$ cat src/rtl/bridge_status_tracker.sv
// Passive monitor of the UART bridge status bundle: statistics, busy watchdog, error latches, state-event FIFO.
// One-cycle latency on every output; evt_ready pops the event FIFO, and pushes made while it is full are dropped and flagged.
module bridge_status_tracker #(
    parameter int TIMEOUT_CYCLES = 1000,
    parameter int FIFO_DEPTH     = 8,
    parameter int CNT_W          = 16
) (
    input  logic             clk,
    input  logic             rst,
    input  logic             clear,
    input  logic             system_ready,
    input  logic             bridge_busy,
    input  logic [7:0]       bridge_error,
    input  logic [2:0]       parser_state,
    input  logic [2:0]       bridge_state,
    input  logic             internal_valid,
    input  logic             response_ready,
    output logic [CNT_W-1:0] txn_count,
    output logic [CNT_W-1:0] error_count,
    output logic [7:0]       first_error,
    output logic [7:0]       last_error,
    output logic [CNT_W-1:0] busy_max,
    output logic             timeout_flag,
    output logic             evt_valid,
    output logic [5:0]       evt_data,
    input  logic             evt_ready,
    output logic             evt_overflow
);
    localparam int AW = $clog2(FIFO_DEPTH);
    localparam logic [CNT_W-1:0] TO_LAST = CNT_W'(TIMEOUT_CYCLES - 1);

    function automatic logic [CNT_W-1:0] sat_inc(input logic [CNT_W-1:0] v);
        return (&v) ? v : v + {{(CNT_W-1){1'b0}}, 1'b1};
    endfunction

    logic [CNT_W-1:0] r_txn, r_err_cnt, r_busy_max, r_busy_cnt;
    logic [7:0]       r_first, r_last, r_prev_err;
    logic [5:0]       r_prev_state, r_evt_data;
    logic             r_timeout, r_evt_valid, r_ovf;
    logic [AW:0]      r_wptr, r_rptr;
    logic [5:0]       r_mem [FIFO_DEPTH];

    logic             w_run, w_full, w_pop, w_push_req, w_push, w_drop, w_new_err;
    logic [5:0]       w_cur_state, w_head_nxt;
    logic [AW:0]      w_wptr_nxt, w_rptr_nxt;
    logic [CNT_W-1:0] w_busy_inc;

    always_comb begin
        w_run       = !rst && !clear;
        w_cur_state = {parser_state, bridge_state};
        w_full      = (r_wptr[AW] != r_rptr[AW]) && (r_wptr[AW-1:0] == r_rptr[AW-1:0]);
        w_pop       = w_run && r_evt_valid && evt_ready;
        w_push_req  = w_run && system_ready && (w_cur_state != r_prev_state);
        // A pop on the same edge frees the slot, so a full FIFO still accepts the push.
        w_push      = w_push_req && (!w_full || w_pop);
        w_drop      = w_push_req && w_full && !w_pop;
        w_rptr_nxt  = r_rptr + {{AW{1'b0}}, w_pop};
        w_wptr_nxt  = r_wptr + {{AW{1'b0}}, w_push};
        w_head_nxt  = (w_push && (r_wptr == w_rptr_nxt)) ? w_cur_state
                                                          : r_mem[w_rptr_nxt[AW-1:0]];
        w_new_err   = system_ready && (bridge_error != 8'd0) && (bridge_error != r_prev_err);
        w_busy_inc  = sat_inc(r_busy_cnt);
    end

    always_ff @(posedge clk) begin
        if (w_push) begin
            r_mem[r_wptr[AW-1:0]] <= w_cur_state;
        end
    end

    always_ff @(posedge clk) begin
        if (rst || clear) begin
            r_txn        <= '0;
            r_err_cnt    <= '0;
            r_first      <= '0;
            r_last       <= '0;
            r_busy_max   <= '0;
            r_busy_cnt   <= '0;
            r_timeout    <= 1'b0;
            r_evt_valid  <= 1'b0;
            r_evt_data   <= '0;
            r_ovf        <= 1'b0;
            r_wptr       <= '0;
            r_rptr       <= '0;
            r_prev_state <= rst ? 6'd0 : w_cur_state;
            r_prev_err   <= rst ? 8'd0 : bridge_error;
        end else begin
            r_prev_state <= w_cur_state;
            r_prev_err   <= bridge_error;
            r_wptr       <= w_wptr_nxt;
            r_rptr       <= w_rptr_nxt;
            r_evt_valid  <= (w_wptr_nxt != w_rptr_nxt);
            if (w_wptr_nxt != w_rptr_nxt) begin
                r_evt_data <= w_head_nxt;
            end
            if (w_drop) begin
                r_ovf <= 1'b1;
            end
            if (system_ready) begin
                if (internal_valid && response_ready) begin
                    r_txn <= sat_inc(r_txn);
                end
                if (w_new_err) begin
                    r_err_cnt <= sat_inc(r_err_cnt);
                    r_last    <= bridge_error;
                    // The count saturates rather than wraps, so zero means nothing captured yet.
                    if (r_err_cnt == '0) begin
                        r_first <= bridge_error;
                    end
                end
                if (bridge_busy) begin
                    r_busy_cnt <= w_busy_inc;
                    if (w_busy_inc > r_busy_max) begin
                        r_busy_max <= w_busy_inc;
                    end
                    if (r_busy_cnt == TO_LAST) begin
                        r_timeout <= 1'b1;
                    end
                end else begin
                    r_busy_cnt <= '0;
                end
            end else begin
                r_busy_cnt <= '0;
            end
        end
    end

    assign txn_count    = r_txn;
    assign error_count  = r_err_cnt;
    assign first_error  = r_first;
    assign last_error   = r_last;
    assign busy_max     = r_busy_max;
    assign timeout_flag = r_timeout;
    assign evt_valid    = r_evt_valid;
    assign evt_data     = r_evt_data;
    assign evt_overflow = r_ovf;
endmodule

$ cat config.mk
export PLATFORM = sky130hd
export DESIGN_NAME = bridge_status_tracker
export DESIGN_NICKNAME = d
export VERILOG_FILES = /design/src/rtl/bridge_status_tracker.sv
export SDC_FILE = /design/constraint.sdc
export NUM_CORES = 1
export LEC_CHECK = 0
export CAP_MARGIN = 10
export CORE_MARGIN = 1.5
export CORE_UTILIZATION = 50
export CTS_CLUSTER_DIAMETER = 100
export DETAILED_ROUTE_END_ITERATION = 7
export GPL_ROUTABILITY_DRIVEN = 0
export HOLD_SLACK_MARGIN = 0.02
export PLACE_DENSITY = 0.73
export SYNTH_ARGS = -nofsm -noshare
export SYNTH_HDL_FRONTEND = slang
export SYNTH_SLANG_ARGS = --single-unit
$ cat constraint.sdc
create_clock -name clk -period 3.8 [get_ports clk]
set_input_delay 0.38 -clock clk [delete_from_list [all_inputs] [get_ports clk]]
set_output_delay 0.38 -clock clk [all_outputs]
set_load 0.005 [all_outputs]
; After elaboration in Yosys (flattened, before gate mapping)
; Memories as Yosys holds them, arrays and structs flattened.
; Cells that the tools add are included.
[classes]
n_addsub = 5
n_lt_le_gt_ge = 1
eq_ne = 7
n_mux = 8
bitwise_logic = 4
reduce_logical = 31
[op_table]
columns = op, count
row1 = $add 16x1->16 const B, 3
row2 = $reduce_and 16->1, 3
row3 = $mux 6, 3
row4 = $eq 16x10->1 const B, 1
row5 = $gt 16x16->1, 1
row6 = $logic_not 16->1, 1
row7 = $mux 16, 1
row8 = $mux 8, 2
row9 = $reduce_and 3->1, 5
row10 = $logic_and 1x1->1, 13
row11 = $add 4x1->4, 2
row12 = $ne 8x8->1, 1
row13 = $reduce_bool 8->1, 1
row14 = $ne 6x6->1, 1
row15 = $eq 4x4->1, 1
row16 = $logic_not 1->1, 4
row17 = $ne 4x4->1, 1
row18 = $not 1->1, 4
row19 = $eq 3x3->1, 1
row20 = $reduce_or 3->1, 1
row21 = $logic_or 1x1->1, 2
row22 = $mux 1, 2
row23 = $reduce_and 2->1, 1
row24 = $ne 1x1->1, 1
[word_totals]
reg_bits = 111
mem_bits_rw = 48
input_bits = 22
output_inout_bits = 73
word_cells = 71
mem_count = 1
[mem_list]
columns = memory, depth, word_bits, read_ports, rd_clocked_by_memory_dff, wr, line
row1 = r_mem, 8, 6, 1, 0, 1, 41  ; logic [5:0] r_mem [FIFO_DEPTH];

; Longest topological paths before layout
[logic_depth]
ltp_word = 8
ltp_mapped = 13
ltp_nobuf = 12

; Worst setup path before layout
; Ideal clock, no wire load.
[synth_timing]
path_kind = register -> register
start = register r_busy_cnt[0]
end = register r_busy_max[10] (netlist: busy_max[10])
setup_time_ns = 0.072
t_arrival_ns = 3.400
t_required_ns = 3.728
setup_slack_ns = 0.328
path_stages_with_launch = 14
n_path_buf = 1
period_less_slack_ns = 3.472
path_cell_list = dfxtp_1 -> ha_1 -> nand4_1 -> nor4_2 -> nand2_1 -> mux2_2 -> ha_1 -> nor2b_1 -> o211ai_1 -> a2111oi_0 -> a211oi_1 -> a21oi_2 -> buf_4 -> mux2i_1
[synth_between]
elab_chain_len = 4
word_cells_on_any_way = 5
cone_classes = 1 x add/sub / 1 x order compare / 1 x mux / 2 x reduce/logical
[synth_lines]
columns = item, line
row1 = from (decl), 36  ; logic [CNT_W-1:0] r_txn, r_err_cnt, r_busy_max, r_busy_cnt;
row2 = from (signal assigned), 112  ; r_busy_cnt <= w_busy_inc;
row3 = $add 16x1->16 or $reduce_and 16->1 (tied branches), 33  ; return (&v) ? v : v + {{(CNT_W-1){1'b0}}, 1'b1};
row4 = $mux 16 (*), 33
row5 = net w_busy_inc[1], 46  ; logic [CNT_W-1:0] w_busy_inc;
row6 = $gt 16x16->1 (*), 113  ; if (w_busy_inc > r_busy_max) begin
row7 = $reduce_and 3->1 (no line) (*), --
row8 = to (signal assigned), 114  ; r_busy_max <= w_busy_inc;
row9 = to (decl), 36
; The timed path passes the listed nets; every way through them passes the cells marked *.
; A chain may end at the register's enable or synchronous reset.

; Worst setup path after layout
[layout_timing]
start = register r_busy_cnt[0]
end = register r_busy_max[5] (netlist: busy_max[5])
; The elaborated chain is that of the path after synthesis.

==> results.cfg <==
[global_route]
grt_pass1_wl_um = 26640
grt_pass1_vias = 5436
grt_max_degree = 50
overflow = 0
gr-usage-all-layers = 0.2292
antenna_found_initial = 0

[route]
wirelength_um = 16210
vias = 5352
wl_per_cell_um = 16.62
drc = 0
wl_met3_um = 1009
highest_layer = met4
vias_per_cell = 5.489
wl_met2_um = 7940
dr.pass1.iters = 4
wl_met1_um = 7030
drt_iter0_drc = 420
drtAntennaViolNets = 0

[die]
die_x_um = 123.1
initial_core_util = 0.5158
fp.dieArea_mm2 = 0.01516
core_mm2 = 0.01399
die_y_um = 123.1
io_pins = 95
std_cell_rows = 43

[clock_network]
numCtsBuffers = 17
postCtsHoldBufs = 0
htreeDepth = 4
cts.sinks = 159
clkTransAtPathRegs_ns = 0.06
cts_tree = done
cts_setup_buffers = 0
cts_buffer_depth = 2
clockRootBuffer = clkbuf_16
clk_latency_ns = 0.42
cts_resized = 0

[synth]
async_reset_ff_frac = 0
synth_flop_cell = dfxtp_1
avgSynthCellArea_um2 = 10.69
synth.net_count = 721
yosys_register_bits = 159
ys_seq_area_frac = 0.5077
syn_area_mm2 = 0.007216
synth.distinct_cells = 50
yosysWarningCount = 0
synth_edf_count = 48
synthCells = 675

[sta]
fin_setup_tns_ns = 0
clock-skew-final_ns = 0.009280
finalCriticalPeriod_ns = 3.436
report.final.slew_viol_count = 0
fmax_mhz = 291.0
max_slew_margin = 0.3942
worstMarginPinSlew_ns = 0.9018
period_share = 0.9042
grt_setup_unrepaired = no
hold_violations = 0
setup_viol = 0

[cells_and_area]
fin_nets = 828
mostFrequentLayoutCell = dfxtp_1
design_area_mm2 = 0.008991
layout_common_cells = dfxtp_1 (111), clkdlybuf4s50_1 (94), nor2_1 (70)
layout-drive-gt1-share = 0.1019
synthToLayoutAreaGrowth_pct = 24.61
antenna_cells = 0
fillers = 1119

[run]
cap_viol_max_count = 0

[setup_path]
cp.arrival_ns = 3.78
worstSetupPathType = reg2reg
cp-end-kind = flop
cp_max_fo = 8
worstPathRequired_ns = 4.14
worstSetupStartpointType = flop

[outcome]
outcome = completed

[placed_design]
placed_area_mm2 = 0.008373
hpwlAfterDp_um = 11420
io_buffers = 94

[power_and_ir_drop]
ir_drop_v = 0.0003020
power_density_mw_per_mm2 = 412.2
leakagePower_nw = 3.222

[hold_path]
min_path_type = reg2reg
[routing by layer]
| metal | vias up | GRT usage |
|---|---|---|
| li1 | 2581 | - |
| met2 | 183 | 0.3729 |
| met1 | 2565 | 0.2938 |
| met5 | - | 0 |
| met4 | 0 | 0.08118 |
| met3 | 23 | 0.06458 |
[final timing paths]
| check | cells past startpoint | endpoint | slack, ns | from |
|---|---|---|---|---|
| setup / recovery | 12 | busy_max[5] | 0.36 | r_busy_cnt[0] |
| hold / removal | 2 | timeout_flag | 0.46 | timeout_flag |
| setup reg to reg | 12 | busy_max[5] | 0.36 | r_busy_cnt[0] |
| hold reg to reg | 2 | timeout_flag | 0.46 | timeout_flag |
[Yosys cell counts, types with 8 or more instances]
cell type | count | area share
nand2_1 | 60 | 0.031
nor4_1 | 13 | 0.011
nand4_1 | 12 | 0.010
nand3_1 | 27 | 0.019
or4_1 | 8 | 0.0083
nor3_1 | 13 | 0.0090
xor2_1 | 32 | 0.039
xnor2_1 | 32 | 0.039
a21oi_1 | 13 | 0.0090
ha_1 | 24 | 0.042
and3_1 | 11 | 0.0095
edfxtp_1 | 48 | 0.20
mux4_2 | 12 | 0.037
clkbuf_1 | 13 | 0.0068
nor2_1 | 70 | 0.036
inv_1 | 28 | 0.015
nor2b_1 | 25 | 0.022
dfxtp_1 | 111 | 0.31
mux2i_1 | 38 | 0.053
mux2_2 | 11 | 0.017
[report_power, final]
group,internal (mW),switching [mW]
clock network,1.07,0.682
registers,1.77,0.0106
logic,0.0865,0.0943
total,2.92,0.787
[layout make-up]
class	instances	area, um^2	share of cell area
inverters	28	105.1	0.01169
flip-flops and latches	159	3664	0.4075
repair buffers	113	1084	0.1205
well taps	180	225.2	0.02505
clock buffers	23	498.0	0.05539
multi-input cells	463	3296	0.3665
clock inverters	9	120.1	0.01336
[flip-flops by register name, summed over array words and instances, names as in the netlist]
name	cells
r_mem	48
busy_max	16
error_count	16
r_busy_cnt	16
txn_count	16
first_error	8
last_error	8
r_prev_err	8
evt_data	6
r_prev_state	6
r_rptr	4
r_wptr	4
evt_overflow	1
evt_valid	1
timeout_flag	1
[stage by stage]
step	hold slack [ns]	util	worst slack, ns	std cells	power [mW]
final	0.4616	0.6428	0.3639	975	3.706
after global routing	0.4916	0.6428	0.1313	975	3.829
after CTS	0.4688	0.6428	0.3956	975	3.734
after detailed placement	0.4578	0.5986	0.3829	943	1.995
after global placement	0.4567	0.5986	0.5274	943	1.991
after floorplan	0.4516	-	0.3282	675	1.907
[worst max-delay path, stage by stage (launching register included)]
cell,delay [ns]
dfxtp_1,0.36
ha_1,0.23
nand4_1,0.17
or2_1,0.33
nor3_1,0.22
mux2_2,0.39
ha_1,0.30
nand4_1,0.15
a2111oi_0,0.45
a211oi_1,0.15
a21oi_2,0.19
buf_4,0.22
mux2i_1,0.21
[cell families after synthesis]
group / after synthesis / synth area share
AO/OA/AOI/OAI: 44 / 0.04058
XOR/XNOR: 65 / 0.07994
adder cells (fa/ha/maj): 24 / 0.04162
buffers and inverters: 53 / 0.03607
flip-flops: 159 / 0.5077
multiplexers: 61 / 0.1073
AND/OR/NAND/NOR: 269 / 0.1868
(Power assumes the default switching activity.)
